File: src/rtl/seq_div_4bit_pkg.sv
// Shared types and defaults for the sequential restoring divider.
// Holds the FSM state encoding and the default operand width.
package seq_div_4bit_pkg;

    localparam int DIV_WIDTH = 4;

    typedef enum logic [1:0] {
        S_IDLE = 2'd0,
        S_RUN  = 2'd1,
        S_DONE = 2'd2
    } div_state_e;

endpackage

File: src/rtl/seq_div_4bit_step.sv
// One combinational restoring-division step.
// Ports: r/q/d = partial remainder, quotient shift reg, divisor;
//        r_next/q_next = values after one shift-and-trial-subtract.
module seq_div_4bit_step #(
    parameter int WIDTH = 4
) (
    input  logic [WIDTH-1:0] r,
    input  logic [WIDTH-1:0] q,
    input  logic [WIDTH-1:0] d,
    output logic [WIDTH-1:0] r_next,
    output logic [WIDTH-1:0] q_next
);

    logic [WIDTH-1:0] r_sh;
    logic [WIDTH:0]   trial;

    // Before any step r holds at most WIDTH-1 significant bits,
    // so dropping r[WIDTH-1] in the shift loses nothing.
    assign r_sh  = {r[WIDTH-2:0], q[WIDTH-1]};
    assign trial = {1'b0, r_sh} - {1'b0, d};

    always_comb begin
        r_next = r_sh;
        q_next = {q[WIDTH-2:0], 1'b0};
        if (!trial[WIDTH]) begin
            r_next = trial[WIDTH-1:0];
            q_next = {q[WIDTH-2:0], 1'b1};
        end
    end

endmodule

File: src/rtl/seq_div_4bit.sv
// Sequential unsigned restoring divider, one bit per cycle.
// Ports: clk, reset (sync, active-high), start, dividend, divisor in;
//        busy, done (1-cycle pulse), quotient, remainder, div_by_zero out.
module seq_div_4bit
    import seq_div_4bit_pkg::*;
#(
    parameter int WIDTH = DIV_WIDTH
) (
    input  logic             clk,
    input  logic             reset,
    input  logic             start,
    input  logic [WIDTH-1:0] dividend,
    input  logic [WIDTH-1:0] divisor,
    output logic             busy,
    output logic             done,
    output logic [WIDTH-1:0] quotient,
    output logic [WIDTH-1:0] remainder,
    output logic             div_by_zero
);

    localparam int CW = $clog2(WIDTH) + 1;

    div_state_e       state;
    div_state_e       state_nxt;
    logic [CW-1:0]    cnt;
    logic [WIDTH-1:0] r_q;
    logic [WIDTH-1:0] q_q;
    logic [WIDTH-1:0] d_q;
    logic [WIDTH-1:0] r_nxt;
    logic [WIDTH-1:0] q_nxt;
    logic             accept;
    logic             last;
    logic             dz;

    seq_div_4bit_step #(
        .WIDTH (WIDTH)
    ) u_div_step (
        .r      (r_q),
        .q      (q_q),
        .d      (d_q),
        .r_next (r_nxt),
        .q_next (q_nxt)
    );

    // DONE accepts a new start just like IDLE, giving back-to-back ops.
    assign accept = start && (state != S_RUN);
    assign last   = (cnt == CW'(WIDTH - 1));
    assign dz     = (divisor == '0);

    always_comb begin
        state_nxt = state;
        busy      = 1'b0;
        done      = 1'b0;
        unique case (state)
            S_IDLE, S_DONE: begin
                done      = (state == S_DONE);
                state_nxt = S_IDLE;
                if (start)
                    state_nxt = dz ? S_DONE : S_RUN;
            end
            S_RUN: begin
                busy = 1'b1;
                if (last)
                    state_nxt = S_DONE;
            end
            default: state_nxt = S_IDLE;
        endcase
    end

    always_ff @(posedge clk) begin
        if (reset) begin
            state       <= S_IDLE;
            cnt         <= '0;
            r_q         <= '0;
            q_q         <= '0;
            d_q         <= '0;
            quotient    <= '0;
            remainder   <= '0;
            div_by_zero <= 1'b0;
        end else begin
            state <= state_nxt;
            if (accept) begin
                d_q <= divisor;
                q_q <= dividend;
                r_q <= '0;
                cnt <= '0;
                // Divide-by-zero skips RUN, so its result lands now.
                if (dz) begin
                    quotient    <= '1;
                    remainder   <= dividend;
                    div_by_zero <= 1'b1;
                end
            end else if (state == S_RUN) begin
                r_q <= r_nxt;
                q_q <= q_nxt;
                cnt <= cnt + CW'(1);
                if (last) begin
                    cnt         <= '0;
                    quotient    <= q_nxt;
                    remainder   <= r_nxt;
                    div_by_zero <= 1'b0;
                end
            end
        end
    end

endmodule
File: config.mk
export PLATFORM = sky130hd
export DESIGN_NAME = seq_div_4bit
export DESIGN_NICKNAME = d
export VERILOG_FILES = /design/src/rtl/seq_div_4bit_pkg.sv /design/src/rtl/seq_div_4bit_step.sv /design/src/rtl/seq_div_4bit.sv
export SDC_FILE = /design/constraint.sdc
export NUM_CORES = 1
export LEC_CHECK = 0
export CAP_MARGIN = 20
export CORE_ASPECT_RATIO = 0.75
export CORE_MARGIN = 2
export CORE_UTILIZATION = 30
export DETAILED_ROUTE_END_ITERATION = 7
export GPL_ROUTABILITY_DRIVEN = 0
export PLACE_DENSITY = 0.53
export SLEW_MARGIN = 15
export SYNTH_ARGS = -nofsm -noshare
export SYNTH_HDL_FRONTEND = slang
export SYNTH_HIERARCHICAL = 1
export SYNTH_SLANG_ARGS = --single-unit
File: constraint.sdc
create_clock -name clk -period 5.5 [get_ports clk]
set_input_delay 0.825 -clock clk [delete_from_list [all_inputs] [get_ports clk]]
set_output_delay 0.825 -clock clk [all_outputs]
set_load 0.005 [all_outputs]
Word-level counts from Yosys, hierarchy flattened
Cells that the tools add are included.

Memory bits (read-only): 0. Bits of input ports: 11. RAM bits: 0. Bits in latches: 0. Output and inout bits: 11. Register bits: 25. Memories kept: 0.

Eq/ne operators: 6. $mul: 0. Add/subtract/negate cells: 2. Reduce and logical (&&, ||, !) cells: 8. Shift-type cells: 0. $lt $le $gt $ge: 0. Bitwise logic cells: 0. Div/mod/pow operators: 0. Mux-type cells: 23.

Operators with widths (count): 4-bit 2-to-1 mux (11); 1-bit 2-to-1 mux (7); 2-bit 2-to-1 mux (3); 4-bit by 4-bit subtractor with 5-bit output (1); 4-bit logical NOT (1); 2-bit by 1-bit != test with 1-bit output, second input constant (2); 2-bit one-hot mux with 2 select lines (1); 2-bit nonzero test (2); 2-bit OR reduction (2); 3-bit by 1-bit adder with 3-bit output, second input constant (1); 3-bit by 2-bit equality test with 1-bit output, second input constant (1); 3-bit 2-to-1 mux (1); 3-bit AND reduction (1); 2-bit by 1-bit equality test with 1-bit output, second input constant (1); 2-bit equality test, second input constant (1); 2-bit logical NOT (1); 2-bit != test, second input constant (1); 1-bit logical AND (1).

Longest topological paths before layout
Gate-level depths: netlist of the first run.

Depth after elaboration: 5. Gate-level depth with buffers: 10. Gate-level depth less buffers: 10.

Modules after synthesis
The synthesis of the first run kept the hierarchy.

By module, submodules not included: seq_div_4bit (area each 1137.3 µm², cells an instance 129, seq. area each 520.5 µm², instances 1); seq_div_4bit_step (area each 234.0 µm², cells an instance 31, seq. area each 0.0 µm², instances 1).

Worst setup path before layout of the first run
OpenSTA, ideal clock, no wires.

Kind: register -> register. Start point: register q_q[3]. End point: register remainder[1]. Data arrival time: 1826 ps. Data required time: 5359 ps. Slack: 3533 ps. Buffers on the path: 0. Stages on the path, launching flop included: 10. Setup time: 141 ps. Cell sequence: dfxtp_1 inv_1 ha_1 inv_1 fa_1 a21o_1 a21oi_4 mux2_4 o21ai_0 a311oi_1.

Cells in the longest elaborated chain, start to end: 5.

RTL lines: from (decl) (line seq_div_4bit.sv:27) `logic [WIDTH-1:0] q_q;`; from (signal assigned) (line seq_div_4bit.sv:84) `q_q <= dividend;`; from (signal assigned) (line seq_div_4bit.sv:95) `q_q <= q_nxt;`; 4-bit by 4-bit subtractor with 5-bit output (line seq_div_4bit_step.sv:20) `assign trial = {1'b0, r_sh} - {1'b0, d};`; 4-bit 2-to-1 mux (line seq_div_4bit_step.sv:25) `if (!trial[WIDTH]) begin`; net r_nxt[1] (line seq_div_4bit.sv:29) `logic [WIDTH-1:0] r_nxt;`; 4-bit 2-to-1 mux (line seq_div_4bit.sv:97) `if (last) begin`; 4-bit 2-to-1 mux (line seq_div_4bit.sv:93) `end else if (state == S_RUN) begin`; 4-bit 2-to-1 mux (line seq_div_4bit.sv:82) `if (accept) begin`; to (signal assigned) (line seq_div_4bit.sv:90) `remainder <= dividend;`; to (signal assigned) (line seq_div_4bit.sv:100) `remainder <= r_nxt;`; to (decl) (line seq_div_4bit.sv:17) `output logic [WIDTH-1:0] remainder,`.

The timed path passes the listed nets, and every way through them passes these cells. The select of a mux whose other input is x is not followed. A chain may end at the register's enable or synchronous reset.

Final worst setup path of the first run
Start point: register state[1]. End point: output port busy.

Cells in the longest elaborated chain, start to end: 2.

RTL lines: from (decl) (line seq_div_4bit.sv:23) `div_state_e state;`; from (signal assigned) (line seq_div_4bit.sv:81) `state <= state_nxt;`; 2-bit by 1-bit equality test with 1-bit output (line seq_div_4bit.sv:54) `unique case (state)`; 1-bit 2-to-1 mux (line seq_div_4bit.sv:54); to (decl) (line seq_div_4bit.sv:14) `output logic busy,`.

No other way between the ends.

==> impl_metrics.tcl, run 1 <==
set metrics [dict create \
    status "complete, no violations" \
    finalInstanceArea_mm2 0.001609 \
    start_util_pct 30.51 \
    timing.rr.start "q_q[3]" \
    leakage_nw 0.5627 \
    path_class "flop to output port" \
    drtPass1Iterations 5 \
    power.share.switching_pct 28.99 \
    finalMaxSlewViolations 0 \
    path_delay_family "buffers and inverters" \
    timing.hold.worst_path_depth 2 \
    overflow 0 \
    drive_above_1_share_pct 6.587 \
    syn_inst 156 \
    clkPwrFrac_pct 28.8 \
    cpMaxStageDelayCell "clkdlybuf4s50_1" \
    hold_violations 0 \
    syn_avg_cell_area_um2 8.582 \
    antenna_found_initial 0 \
    r2r-end "remainder[3]" \
    p_per_area_mw_per_mm2 240.6 \
    cp-start-kind "flop" \
    min_period_over_period_pct 54.76 \
    wl_per_cell_um 14.48 \
    arrival_ps 2190 \
    wl_um 3243 \
    rsz0062_at_grt "no" \
    dp_cells 220 \
    grt_max_degree 33 \
    fill_cells 449 \
    syn-num-nets 173 \
    end_kind "output port" \
    post_cts_resize_count 0 \
    combinationalPowerShare_pct 20.7 \
    clockBufferDepth 2 \
    rows 21 \
    ir_worst_vdd_uv 124.2 \
    antenna_cells 0 \
    critPathLaunch "state[1]" \
    portBuffers 21 \
    core_area_mm2 0.004388 \
    post-route-drc-count 0 \
    hold_buffers 0 \
    finalSetupTns_ps 0 \
    htree_levels 1 \
    seqPwrFrac_pct 50.5 \
    internal_power_mw 0.2750 \
    cp_num_cells 3 \
    dp_hpwl_um 2310 \
    io_pins 22 \
    min_path_type "flop to flop" \
    setup_viol 0 \
    drv_cap 0 \
    max_freq_mhz 332.0 \
    postPlaceCellArea_mm2 0.001558 \
    cts_buffers 3 \
    vias 1198 \
    relSlewSlack_pct 39.40 \
    fp.dieW_um 81.14 \
    postRouteAntennaNets 0 \
    clkSinkCount 25 \
    drt_iter0_drc 90 \
    crit_required_ps 4680 \
    switchingPower_mw 0.1122 \
    grtUsageTotal_pct 13.80 \
    crit_fanout 32 \
    syn_area_mm2 0.001339 \
    grt_pass1_vias 1127 \
    fin_nets 185 \
    insertion_delay_ps 270 \
    endpoint "busy" \
    clkTransAtPathRegs_ps 90 \
    reg2reg_depth 10 \
    ff2ff_setup_slack_ps 3240 \
    final_util_pct 36.67 \
    die_area_mm2 0.005019 \
    yosys_warnings 6 \
    grt_pass1_wl_um 5271 \
    die_y_um 61.86 \
    viasPerCell 5.348 \
    cts_setup_buffers 0 \
    fin_cells 224 \
    cts_tree "done" \
    worst_slew_pin_slew_ps 906.2 \
    worstPathCellList "nand2b_2 -> inv_1 -> clkdlybuf4s50_1" \
    path_buf_inv 2 \
    cts_root_buf "clkbuf_8" \
    skew_ps 5.217 \
    area_growth_pct 20.19 \
    slowest_delay_ps 600 \
    period_needed_ps 3012 \
]
-- through the flow --
stage / setup WS (ps) / hold slack [ps] / power, mW
6_report: 2488 / 471.0 / 0.3872
5_1_grt: 2344 / 481.8 / 0.4116
4_1_cts: 2059 / 473.4 / 0.3921
3_5_place_dp: 2406 / 455.1 / 0.2786
3_3_place_gp: 2503 / 454.7 / 0.2769
2_1_floorplan: 3533 / 426.6 / 0.2558
-- how the worst min path moves through the flow --
stage / start / slack, ps / to
floorplan: cnt[2] / 430 / cnt[2]
finish: cnt[2] / 470 / cnt[2]
detailed placement: cnt[2] / 460 / cnt[2]
global placement: cnt[2] / 450 / cnt[2]
global route: cnt[2] / 480 / cnt[2]
CTS: cnt[2] / 470 / cnt[2]
-- routing by layer --
layer / share of wire, % / global-route usage, % / up-vias / routed length, µm
met4: 1.5 / 3.632 / 0 / 49
met5: 0 / 0 / - / 0
li1: - / - / 595 / -
met1: 50 / 18.21 / 554 / 1614
met3: 4.9 / 4.046 / 7 / 158
met2: 44 / 22.43 / 42 / 1420
-- area by class of cell --
cell class                      count  area, µm²  area share (%)
Clock buffer                        3      41.29           2.566
Clock inverter                      1      7.507          0.4666
Inverter                           10      37.54           2.333
Multi-Input combinational cell    106      733.2           45.57
Sequential cell                    25      500.5           31.10
Tap cell                           57      71.32           4.432
Timing Repair Buffer               22      217.7           13.53
-- placed cells by master (no fill, tap or decap), types with 4 or more instances in the layout --
master	instances
a21oi_1	12
o21ai_0	11
nor3_1	5
clkdlybuf4s50_1	21
nand3_1	10
mux2i_1	4
a311oi_1	12
inv_1	10
ha_1	5
nand2_1	10
a211oi_1	5
dfxtp_1	25
nor2_1	10
-- sequential cells by signal, summed over array words and instances (netlist names) --
name / cells
d_q: 4
q_q: 4
quotient: 4
remainder: 4
cnt: 3
r_q: 3
state: 2
div_by_zero: 1
-- power by group through the flow --
stage	Clock (mW)	Combinational, mW	Sequential, mW
after floorplan	0	0.0581	0.198
after global placement	0	0.0773	0.200
after detailed placement	0	0.0789	0.200
after CTS	0.117	0.0795	0.195
after global routing	0.126	0.0892	0.197
final	0.111	0.0803	0.195
-- worst register-to-register path, cell delays in order (launching register included) --
cell	delay, ps
dfxtp_1	340
inv_1	60
ha_1	130
inv_1	60
fa_1	410
a21o_1	230
a21oi_4	250
a32oi_1	90
o21ai_0	130
o21ai_0	150
a311oi_1	310
Note: power is estimated with default switching activity, not from simulation.
==> run 2: changes to the inputs <==
--- a/config.mk
+++ b/config.mk
@@ -11,7 +11,7 @@
 export CORE_UTILIZATION = 30
 export DETAILED_ROUTE_END_ITERATION = 7
 export GPL_ROUTABILITY_DRIVEN = 0
-export PLACE_DENSITY = 0.53
+export PLACE_DENSITY = 0.55
 export SLEW_MARGIN = 15
 export SYNTH_ARGS = -nofsm -noshare
 export SYNTH_HDL_FRONTEND = slang
==> constraint.sdc (replaced) <==
create_clock -name clk -period 2.5 [get_ports clk]
set_input_delay 0.375 -clock clk [delete_from_list [all_inputs] [get_ports clk]]
set_output_delay 0.375 -clock clk [all_outputs]
set_load 0.005 [all_outputs]
==> impl_metrics.tcl, run 2 (same netlist as run 1, synthesis figures left out) <==
set metrics [dict create \
    core_area_mm2 0.004388 \
    grtUsageTotal_pct 14.34 \
    status "complete, no violations" \
    crit_fanout 7 \
    cts_root_buf "clkbuf_8" \
    grt_pass1_vias 1159 \
    final_cell_mix "dfxtp_1 (25), clkdlybuf4s50_1 (21), a21oi_1 (12), a311oi_1 (12), o21ai_0 (11)" \
    crit_required_ps 2640 \
    postPlaceCellArea_mm2 0.001588 \
    antenna_found_initial 0 \
    insertion_delay_ps 270 \
    rsz0062_at_grt "no" \
    cts_setup_buffers 0 \
    clkTransAtPathRegs_ps 90 \
    min_period_over_period_pct 87.50 \
    antenna_cells 0 \
    io_pins 22 \
    p_per_area_mw_per_mm2 524.8 \
    cp_common_cell "inv_1" \
    worst_slew_pin_slew_ps 635.8 \
    area_growth_pct 22.06 \
    path_class "flop to flop" \
    drive_above_1_share_pct 8.187 \
    fp.dieW_um 81.14 \
    die_area_mm2 0.005019 \
    leakage_nw 0.5856 \
    finalInstanceArea_mm2 0.001634 \
    postRouteAntennaNets 0 \
    start_util_pct 30.51 \
    setup_viol 0 \
    power.total_mw 0.8576 \
    post_cts_resize_count 0 \
    arrival_ps 2320 \
    relSlewSlack_pct 57.29 \
    min_path_type "flop to flop" \
    drtPass1Iterations 4 \
    die_y_um 61.86 \
    layout.cells.most_common "dfxtp_1" \
    max_freq_mhz 457.1 \
    viasPerCell 5.175 \
    skew_ps 0.7434 \
    portBuffers 21 \
    fin_nets 189 \
    cts_buffers 3 \
    grt_max_degree 32 \
    clkSinkCount 25 \
    cpMaxStageDelayCell "fa_1" \
    slowest_delay_ps 410 \
    clockBufferDepth 2 \
    finalMaxSlewViolations 0 \
    cts_tree "done" \
    drt_iter0_drc 78 \
    end_kind "flop" \
    cp-start-kind "flop" \
    hold_violations 0 \
    ff2ff_setup_slack_ps 310 \
    vias 1180 \
    wl_per_cell_um 14.57 \
    rows 21 \
    htree_levels 1 \
    fill_cells 438 \
    grt_pass1_wl_um 5533 \
    worstPathCellList "inv_1 -> ha_1 -> inv_1 -> fa_1 -> a21o_1 -> a21oi_4 -> mux2_4 -> o21ai_0 -> a311oi_1" \
    finalSetupTns_ps 0 \
    period_needed_ps 2188 \
    hold_buffers 0 \
    drv_cap 0 \
    ir_worst_vdd_uv 245.9 \
    dp_hpwl_um 2345 \
    post-route-drc-count 0 \
    overflow 0 \
    wl_um 3322 \
]
==> run 2: changes by cell type in the layout (fill, tap and decap cells not counted), sizes merged <==
cell | previous run | this run
buf | 1 | 5
clkinv | 0 | 1
clkinvlp | 1 | 0
==> run 2: power by group <==
| part | switching, mW | internal [mW] | leakage [nW] |
|---|---|---|---|
| clock network | 0.135 | 0.112 | 0.0255 |
| logic | 0.0995 | 0.0806 | 0.356 |
| registers | 0.0140 | 0.416 | 0.204 |
==> run 2: worst paths after layout <==
kind	from	end	depth (start not counted)
max reg2reg	q_q[3]	remainder[1]	9
max	q_q[3]	remainder[1]	9
min reg2reg	cnt[2]	cnt[2]	2
min	cnt[2]	cnt[2]	2
==> run 2: layout make-up <==
cell class                      instances  area, µm²  share of cell area (%)
Inverter                               10      37.54                   2.297
Clock buffer                            3      41.29                   2.527
Timing Repair Buffer                   26      247.7                   15.16
Clock inverter                          1      5.005                  0.3063
Multi-Input combinational cell        106      730.7                   44.72
Tap cell                               57      71.32                   4.364
Sequential cell                        25      500.5                   30.63
==> run 2: per-stage QoR <==
stage / hold WS, ps / setup slack (ps) / util, % / instances
after floorplan: 426.6 / 532.9 / - / 156
after global placement: 440.7 / 440.6 / 36.18 / 224
after detailed placement: 445.9 / 375.2 / 36.18 / 224
after CTS: 460.2 / 322.7 / 37.24 / 228
after global routing: 511.2 / 162.9 / 37.24 / 228
final: 459.5 / 312.5 / 37.24 / 228
==> run 2: critical path: cells and delay by family (launching register included) <==
family	cells	cell delay, ps
fa+ha+maj	2	560
flops	1	340
mux	1	330
buf+inv	2	130
compound gates	4	690
==> run 2: routing by layer <==
layer	track usage [%]	wire length [µm]	vias to the layer above
li1	-	-	598
met1	20.09	1650	554
met2	21.96	1495	26
met3	3.902	169	2
met4	3.874	8	0
met5	0	0	-
